$ cat config.mk
export PLATFORM = sky130hd
export DESIGN_NAME = video_line_fetcher
export DESIGN_NICKNAME = d
export VERILOG_FILES = /design/src/rtl/video_pkg.sv /design/src/rtl/video_burst_calc.sv /design/src/rtl/video_line_fetcher.sv
export SDC_FILE = /design/constraint.sdc
export NUM_CORES = 1
export LEC_CHECK = 0
export CORE_AREA = 2 2 114 199
export CTS_BUF_LIST = sky130_fd_sc_hd__clkbuf_16
export DETAILED_ROUTE_END_ITERATION = 6
export DIE_AREA = 0 0 116 201
export RECOVER_POWER = 50
export SETUP_SLACK_MARGIN = 0.3
export SLEW_MARGIN = 20
export SYNTH_ARGS = -nofsm -noshare
export SYNTH_HDL_FRONTEND = slang
export SYNTH_SLANG_ARGS = --single-unit
export TNS_END_PERCENT = 10
$ cat constraint.sdc
create_clock -name clk -period 8.1 [get_ports clk]
set_input_delay 0.81 -clock clk [delete_from_list [all_inputs] [get_ports clk]]
set_output_delay 0.81 -clock clk [all_outputs]
set_load 0.03 [all_outputs]
$ cat src/rtl/video_pkg.sv
// Shared definitions for the video controller: fetcher FSM states, AXI burst
// constants and graphic line RAM geometry.
package video_pkg;

  typedef enum logic [1:0] {
    S_IDLE,
    S_ADDR,
    S_DATA,
    S_DRAIN
  } fetch_state_t;

  localparam logic [1:0] AXI_BURST_INCR = 2'd1;
  localparam int         AXI_4K_BYTES   = 4096;
  localparam int         WORD_BYTES     = 4;
  localparam int         LINE_WORDS     = 1024;
  localparam int         LINE_AW        = 10;

endpackage

$ cat src/rtl/video_burst_calc.sv
// Burst sizing: beats = min(remaining, MAX_BURST, words left before the next
// 4 KB boundary); len is the AXI encoding (beats - 1).
module video_burst_calc
  import video_pkg::*;
#(
  parameter int MAX_BURST = 64
) (
  input  logic [10:0] remaining,
  input  logic [9:0]  word_lo,
  output logic [8:0]  beats,
  output logic [7:0]  len
);

  logic [10:0] room_words;
  logic [10:0] m;

  always_comb begin
    room_words = 11'(AXI_4K_BYTES / WORD_BYTES) - {1'b0, word_lo};
    m = remaining;
    if (m > 11'(MAX_BURST)) m = 11'(MAX_BURST);
    if (m > room_words) m = room_words;
    beats = m[8:0];
    len   = 8'(m - 11'd1);
  end

endmodule

$ cat src/rtl/video_line_fetcher.sv
// AXI4 burst-read engine that fills one scanline of the graphic line RAM,
// splitting the line into 4 KB-safe bursts with one burst outstanding.
module video_line_fetcher
  import video_pkg::*;
#(
  parameter int ADDR_W    = 32,
  parameter int BUF_AW    = 10,
  parameter int MAX_BURST = 64
) (
  input  logic              clk,
  input  logic              reset_n,
  input  logic              start,
  input  logic              abort,
  input  logic [ADDR_W-1:0] src_addr,
  input  logic [10:0]       word_count,
  input  logic [BUF_AW-1:0] dst_offset,
  output logic              busy,
  output logic              done,
  output logic              overrun,
  output logic              err,
  output logic              buf_we,
  output logic [BUF_AW-1:0] buf_waddr,
  output logic [31:0]       buf_wdata,
  output logic              axi_ar_valid,
  input  logic              axi_ar_ready,
  output logic [ADDR_W-1:0] axi_ar_payload_addr,
  output logic [7:0]        axi_ar_payload_len,
  output logic [1:0]        axi_ar_payload_burst,
  input  logic              axi_r_valid,
  output logic              axi_r_ready,
  input  logic [31:0]       axi_r_payload_data,
  input  logic              axi_r_payload_last
);

  fetch_state_t      state, state_n;
  logic [ADDR_W-1:0] cur_addr, cur_addr_n;
  logic [10:0]       remaining, remaining_n, rem_after;
  logic [BUF_AW-1:0] waddr, waddr_n;
  logic [8:0]        beats_r, beats_n, bcnt, bcnt_n, bcnt_inc, calc_beats;
  logic [7:0]        calc_len;
  logic              abort_seen, abort_seen_n;
  logic              ar_valid, ar_valid_n;
  logic              done_r, done_n, overrun_r, overrun_n, err_r, err_n;
  logic              vld_p1, vld_n;
  logic [BUF_AW-1:0] waddr_p1, waddr_p1_n;
  logic [31:0]       wdata_p1, wdata_p1_n;
  logic              beat, at_count, burst_end;

  video_burst_calc #(.MAX_BURST(MAX_BURST)) u_calc (
    .remaining (remaining),
    .word_lo   (cur_addr[11:2]),
    .beats     (calc_beats),
    .len       (calc_len)
  );

  assign axi_r_ready = (state == S_DATA) || (state == S_DRAIN);
  assign beat        = axi_r_valid && axi_r_ready;
  assign bcnt_inc    = bcnt + 9'd1;
  assign at_count    = (bcnt_inc == beats_r);
  assign burst_end   = beat && (axi_r_payload_last || at_count);

  always_comb begin
    state_n      = state;
    cur_addr_n   = cur_addr;
    remaining_n  = remaining;
    waddr_n      = waddr;
    beats_n      = beats_r;
    bcnt_n       = bcnt;
    abort_seen_n = abort_seen;
    ar_valid_n   = ar_valid;
    done_n       = 1'b0;
    err_n        = err_r;
    overrun_n    = overrun_r | (start && (state != S_IDLE));
    vld_n        = 1'b0;
    waddr_p1_n   = waddr_p1;
    wdata_p1_n   = wdata_p1;
    rem_after    = remaining - 11'(beats_r);
    case (state)
      S_IDLE: begin
        if (start) begin
          cur_addr_n  = src_addr;
          remaining_n = word_count;
          waddr_n     = dst_offset;
          if (word_count == 11'd0) begin
            done_n = 1'b1;
          end else begin
            state_n      = S_ADDR;
            ar_valid_n   = 1'b1;
            abort_seen_n = 1'b0;
          end
        end
      end
      S_ADDR: begin
        // An abort here must wait for the handshake; the burst is then drained.
        abort_seen_n = abort_seen | abort;
        if (ar_valid && axi_ar_ready) begin
          ar_valid_n = 1'b0;
          beats_n    = calc_beats;
          bcnt_n     = '0;
          state_n    = (abort_seen || abort) ? S_DRAIN : S_DATA;
        end
      end
      S_DATA: begin
        if (beat) begin
          bcnt_n = bcnt_inc;
          if (axi_r_payload_last != at_count) err_n = 1'b1;
        end
        if (abort) begin
          state_n = burst_end ? S_IDLE : S_DRAIN;
        end else begin
          if (beat) begin
            vld_n      = 1'b1;
            waddr_p1_n = waddr;
            wdata_p1_n = axi_r_payload_data;
            waddr_n    = waddr + BUF_AW'(1);
          end
          // Progress is accounted in whole bursts, even if r_last came early.
          if (burst_end) begin
            cur_addr_n  = cur_addr + ADDR_W'({beats_r, 2'b00});
            remaining_n = rem_after;
            if (rem_after != 11'd0) begin
              state_n      = S_ADDR;
              ar_valid_n   = 1'b1;
              abort_seen_n = 1'b0;
            end else begin
              state_n = S_IDLE;
              done_n  = 1'b1;
            end
          end
        end
      end
      S_DRAIN: begin
        if (beat) begin
          bcnt_n = bcnt_inc;
          if (axi_r_payload_last != at_count) err_n = 1'b1;
        end
        if (burst_end) state_n = S_IDLE;
      end
      default: state_n = S_IDLE;
    endcase
  end

  always_ff @(posedge clk) begin
    if (!reset_n) begin
      state      <= S_IDLE;
      cur_addr   <= '0;
      remaining  <= '0;
      waddr      <= '0;
      beats_r    <= '0;
      bcnt       <= '0;
      abort_seen <= 1'b0;
      ar_valid   <= 1'b0;
      done_r     <= 1'b0;
      overrun_r  <= 1'b0;
      err_r      <= 1'b0;
      vld_p1     <= 1'b0;
      waddr_p1   <= '0;
      wdata_p1   <= '0;
    end else begin
      state      <= state_n;
      cur_addr   <= cur_addr_n;
      remaining  <= remaining_n;
      waddr      <= waddr_n;
      beats_r    <= beats_n;
      bcnt       <= bcnt_n;
      abort_seen <= abort_seen_n;
      ar_valid   <= ar_valid_n;
      done_r     <= done_n;
      overrun_r  <= overrun_n;
      err_r      <= err_n;
      // p1: line RAM write stage, one cycle behind the accepted beat
      vld_p1     <= vld_n;
      waddr_p1   <= waddr_p1_n;
      wdata_p1   <= wdata_p1_n;
    end
  end

  assign busy                 = (state != S_IDLE);
  assign done                 = done_r;
  assign overrun              = overrun_r;
  assign err                  = err_r;
  assign buf_we               = vld_p1;
  assign buf_waddr            = waddr_p1;
  assign buf_wdata            = wdata_p1;
  assign axi_ar_valid         = ar_valid;
  assign axi_ar_payload_addr  = cur_addr;
  assign axi_ar_payload_len   = calc_len;
  assign axi_ar_payload_burst = AXI_BURST_INCR;

endmodule

Word-level counts from Yosys, hierarchy flattened
Index checks and enable logic that the tools add are counted.
{ "totals": {"elab_cells": 114, "regBits": 121, "out_inout_bits": 91} }
{ "op_classes": {"addsub": 6, "bitwise_logic": 5, "n_mux": 47, "n_reduce_logical": 25, "n_lt_le_gt_ge": 2, "eq_ne": 15} }
{ "ops": {"columns": ["cell", "n"], "rows": [
  ["32-bit two-way mux", 3],
  ["32-bit one-hot mux with 2 select lines", 1],
  ["11-bit two-way mux", 4],
  ["32-bit by 11-bit adder with 32-bit output", 1],
  ["10-bit two-way mux", 3],
  ["9-bit two-way mux", 3],
  ["11-bit one-hot mux with 2 select lines", 1],
  ["10-bit one-hot mux with 2 select lines", 1],
  ["1-bit two-way mux", 19],
  ["9-bit one-hot mux with 2 select lines", 1],
  ["2-bit two-way mux", 7],
  ["2-bit inequality test (second input constant)", 7],
  ["11-bit greater-than comparator", 1],
  ["11-bit by 7-bit greater-than comparator with 1-bit output (second input constant)", 1],
  ["11-bit logical NOT", 1],
  ["11-bit nonzero test", 1],
  ["11-bit by 10-bit subtractor with 11-bit output (first input constant)", 1],
  ["11-bit by 9-bit subtractor with 11-bit output", 1],
  ["10-bit by 1-bit adder with 10-bit output (second input constant)", 1],
  ["9-bit by 1-bit adder with 9-bit output (second input constant)", 1],
  ["9-bit equality test", 1],
  ["3-bit AND reduction", 3],
  ["2-bit one-hot mux with 4 select lines", 1],
  ["4-bit AND reduction", 2],
  ["other kinds (21)", 34]
]} }

Logic depth before layout (Yosys ltp)
{ "logic_depth": {"ltp_word": 7, "ltp_mapped": 17, "depth_no_buf": 16} }

By module
Synthesis repeated with hierarchy kept, for this count alone.
{ "unflattened": {"hier_cells": 992, "hier_area_um2": 7377.1} }
{ "modules_own_cells": {"columns": ["module", "n_inst", "area_per_inst_um2", "cells_per_inst"], "rows": [
  ["video_line_fetcher", 1, 6382.4, 845],
  ["video_burst_calc", 1, 994.7, 147]
]} }

Least setup slack after synthesis
No wires, ideal clock.
{ "synth_path": {"path_type": "register to output", "from": "register cur_addr[2], in the netlist axi_ar_payload_addr[2]", "to": "output port axi_ar_payload_len[6]", "arrival_ns": 3.927, "slack_ns": 3.363, "path_stages_with_launch": 18, "n_path_buf": 1, "path_cell_list": "dfxtp_1 -> inv_1 -> ha_1 -> nor3b_1 -> xnor2_1 -> inv_1 -> ha_1 -> a21o_1 -> a21oi_1 -> a21oi_1 -> o31a_1 -> buf_2 -> mux2_2 -> ha_1 -> and3_1 -> nand3_1 -> xnor2_1 -> a21oi_1"} }
{ "synth_between": {"elab_chain_len": 4} }
{ "synth_rtl": {"columns": ["item", "line_no", "source"], "rows": [
  ["start, declared", "video_line_fetcher.sv:36", "logic [ADDR_W-1:0] cur_addr, cur_addr_n;"],
  ["start signal, assigned", "video_line_fetcher.sv:161", "cur_addr <= cur_addr_n;"],
  ["11-bit by 10-bit subtractor with 11-bit output (*)", "video_burst_calc.sv:18", "room_words = 11'(AXI_4K_BYTES / WORD_BYTES) - {1'b0, word_lo};"],
  ["11-bit greater-than comparator", "video_burst_calc.sv:21", "if (m > room_words) m = room_words;"],
  ["9-bit two-way mux (*)", "video_burst_calc.sv:21", null],
  ["8-bit by 1-bit subtractor with 8-bit output (*)", "video_burst_calc.sv:23", "len = 8'(m - 11'd1);"],
  ["end, declared", "video_line_fetcher.sv:27", "output logic [7:0] axi_ar_payload_len,"]
]} }
Every way passes the cells marked *; elsewhere a longest branch is shown, timed or not.

Final worst setup path
Ends and elaborated chain as after synthesis.

==> run metrics <==
ys flop type dfxtp_1; cell-by-cell trace of the critical path inv_1, ha_1, nor3b_1, xnor2_1, inv_1, ha_1, nand4_1, nor2_1, o2bb2ai_1, o31a_1, mux2_2, ha_1, and3_1, nand3_1, xnor2_1, a21oi_1, clkdlybuf4s50_1; Reg clk slew, reported paths around 0.06 ns; Most Frequent Cell on Critical Path ha_1; setup_tns 0 ns; buffers and inverters on the worst path 3; CTS tree yes; Ys Warns 0; drt total wl roughly 26000 um; synth unique cells 74; CTS Buffer Depth 2; DR iter-0 viols 458; crit-path leading delay family compound AO/OA/AOI/OAI gates; die width 116 um; TritonRoute pass-1 iters 7; hold path startpoint buf_wdata[9]$_SDFFE_PN0P_; hold endpoint buf_wdata[9]$_SDFFE_PN0P_; sequential group share of total power 0.281; Worst VDD drop 0.152 mV; Synth area leaders dfxtp_1, nand2_1, a21oi_1; launch point of the worst reg-to-reg path bcnt[0]$_SDFFE_PN0P_; Post-synth EDFFs 0; Sw Share 0.404; RR Endpoint axi_ar_payload_addr[25]$_SDFFE_PN0P_; final clock skew 0.0103 ns; H-tree levels 4; logic gate share of total power 0.424; Clk Latency, worst-skew pair about 0.43 ns; Req. time, crit path 7.29 ns; pwr dens 264 nW/um2; Rel. slew slack -0.874; grt total ovfl 0; Final Power between 2 and 3 mW; outcome complete, but fails checks; Fillers 2263; Post-layout nets between 1000 and 1500; Max Fclk about 170 MHz; Final Hold Vio Count 0; endpoint type of the worst setup path primary output; DR vias 7866; worst path arrival time 5.13 ns; CP startpoint kind flop; sequential area share after synthesis 0.323; GRT Util Overall 0.219; IO Count 183; DR DRC count 0; LEAKAGE 3.93 nW; gpl congestion approximately 0.90; area grow syn2layout 34.6%; Clock power frac 0.295; max-cap violation count 2; share of post-route cells with drive strength above 1 0.0499; Int Pwr between 1.5 and 2 mW; switching power 1.07 mW; Tightest Hold Check Type reg2reg; Util after Layout 0.463; Worst Max-Slew Pin Slew 2.81 ns; dpl cells 1427; CP max FO 18; period utilization 0.734; drt via density 5.40; fin. max-slew vios approximately 100; worst r2r path cells 15; RSZ-0062 raised after global routing no; Yosys top cell by area dfxtp_1; first-pass GRT wire length 39900 um; Syn Std Cell Area about 7500 um2; failing checks capacitance limit, slew limit; Yosys top cell area share 0.323; row count 72; Tmin final around 6 ns; Die ar. 23300 um2; input/output buffers 180; Final setup viols 0; largest stage delay on the critical path 0.70 ns; wire length per cell 17.8 um; initial antenna violation count 0; final instance count without filler cells 1458; Final WS setup around 2.2 ns; WHS Path Cells 2; Gate Count Post-Synth 1002; post-CTS setup buffers 0; pin count of the biggest net entering global routing 62; Async SR Flop Fraction 0; Avg Synthesized Cell Area 7.48 um2; Synth Register Bits 121; Post-CTS Resized 0; root buffer cell clkbuf_16; Antenna Cells 0; dpl hpwl 19200 um; clk sink count 121; Place WS around 2.6 ns; area of the core 21800 um2; reg2reg setup slack 4.11 ns; Slowest-stage cell, CP clkdlybuf4s50_1; Hold Buf Count CTS 0; vias in the first global route around 7500; Num CTS Buffers 17; Initial Util 0.344; worst setup path class reg2out; Die H 201 um; post-route ant nets 0
-- layout by cell type (no fill, tap or decap), types with 5 or more instances in the layout --
master           count
nand2_1            162
dfxtp_1            121
a21oi_1            119
clkdlybuf4s50_1    100
dlygate4sd3_1       80
nor2_1              76
o21ai_0             46
nand3_1             39
inv_1               35
ha_1                34
xnor2_1             24
nor3_1              23
a211oi_1            21
nand4_1             18
clkbuf_16           17
and2_1              13
or3_1               13
xor2_1              13
and3_1              12
a31oi_1             12
a311oi_1            11
o211ai_1             9
mux2i_1              8
nor2b_1              8
a21o_1               7
nor4_1               6
o21a_1               6
conb_1               6
buf_4                6
nand2b_1             5
nand3b_1             5
and4_1               5
o22ai_1              5
-- metal layers --
layer  vias to the layer above  GRT usage  routed length (um)
li1                       3893          -                   -
met1                      3674      0.239                9890
met2                       240      0.409               14000
met3                        59     0.0314                1140
met4                         0     0.0952                 900
met5                         -          0                   0
-- flip-flops by register name, summed over array words and instances, names as in the netlist --
signal               cells
abort_seen               1
bcnt                     9
remaining               11
buf_we                   1
state                    2
axi_ar_valid             1
buf_wdata               32
done                     1
buf_waddr               10
waddr                   10
beats_r                  9
axi_ar_payload_addr     32
overrun                  1
err                      1
-- synthesized netlist by cell type (all sizes together) (9+ instances only) --
cell / number
a211oi: 23
nand4: 18
nor2: 76
and3: 12
ha: 34
o211ai: 9
or3: 13
inv: 33
nor2b: 10
a311oi: 11
clkbuf: 40
nand3: 40
nand2: 162
xnor2: 24
buf: 23
a31oi: 12
o21ai: 48
a21oi: 122
and2: 14
xor2: 13
dfxtp: 121
nor3: 23
-- stage by stage --
stage / hold slack [ns] / area [um2]
finish: 0.447 / 10100
global route: 0.467 / 10100
CTS: 0.454 / 10100
detailed placement: 0.446 / 9490
global placement: 0.441 / 9490
floorplan: 0.440 / 7510
-- worst max-delay path by stage --
stage / start / to / slack [ns] / depth (start not counted)
global placement: axi_ar_payload_addr[2]$_SDFFE_PN0P_ / axi_ar_payload_len[6] / 2.59 / 17
CTS: axi_ar_payload_addr[2]$_SDFFE_PN0P_ / axi_ar_payload_len[6] / 2.09 / 17
global route: axi_ar_payload_addr[2]$_SDFFE_PN0P_ / axi_ar_payload_len[6] / 1.79 / 17
floorplan: axi_ar_payload_addr[2]$_SDFFE_PN0P_ / axi_ar_payload_len[6] / 3.36 / 17
finish: axi_ar_payload_addr[2]$_SDFFE_PN0P_ / axi_ar_payload_len[6] / 2.16 / 17
detailed placement: axi_ar_payload_addr[2]$_SDFFE_PN0P_ / axi_ar_payload_len[6] / 2.56 / 17
-- logic make-up after synthesis --
logic type                 after synthesis  synth area share
other                                    2           0.00100
xor gates and xnor gates                37            0.0432
AOI/OAI and AO/OA                      293             0.247
buffers and inverters                   98            0.0536
muxes                                   12            0.0167
DFF                                    121             0.323
and+or+nand+nor                        403             0.254
adders and majority gates               36            0.0621
-- worst reg2reg max path, stage by stage, from the launching register on --
cell	delay, ns
dfxtp_1	0.43
ha_1	0.30
and3_1	0.24
nand3_1	0.19
nor2_1	0.19
xnor2_1	0.17
xnor2_1	0.14
nand4_1	0.13
ha_1	0.29
nand4bb_1	0.31
a21oi_4	0.20
buf_4	0.48
nand2_1	0.31
nor2_1	0.20
a31oi_1	0.12
a21boi_0	0.18
-- layout make-up --
type                    instances  area (um2)  area share
multi-input cells             787        4710       0.467
flip-flops and latches        121        2420       0.240
repair buffers                188        1850       0.184
clock buffers                  17         425      0.0422
well taps                     296         370      0.0367
clock inverters                14         173      0.0171
inverters                      35         131      0.0130
-- power by group through the flow --
| stage | Combinational, mW | Clock [mW] | Sequential, mW |
|---|---|---|---|
| 2_1_floorplan | 0.715 | 0 | 0.794 |
| 3_3_place_gp | 1.13 | 0 | 0.757 |
| 3_5_place_dp | 1.13 | 0 | 0.760 |
| 4_1_cts | 1.14 | 0.796 | 0.748 |
| 5_1_grt | 1.22 | 0.821 | 0.758 |
| 6_report | 1.13 | 0.785 | 0.748 |
No activity file was read; power rests on OpenSTA's default activity.
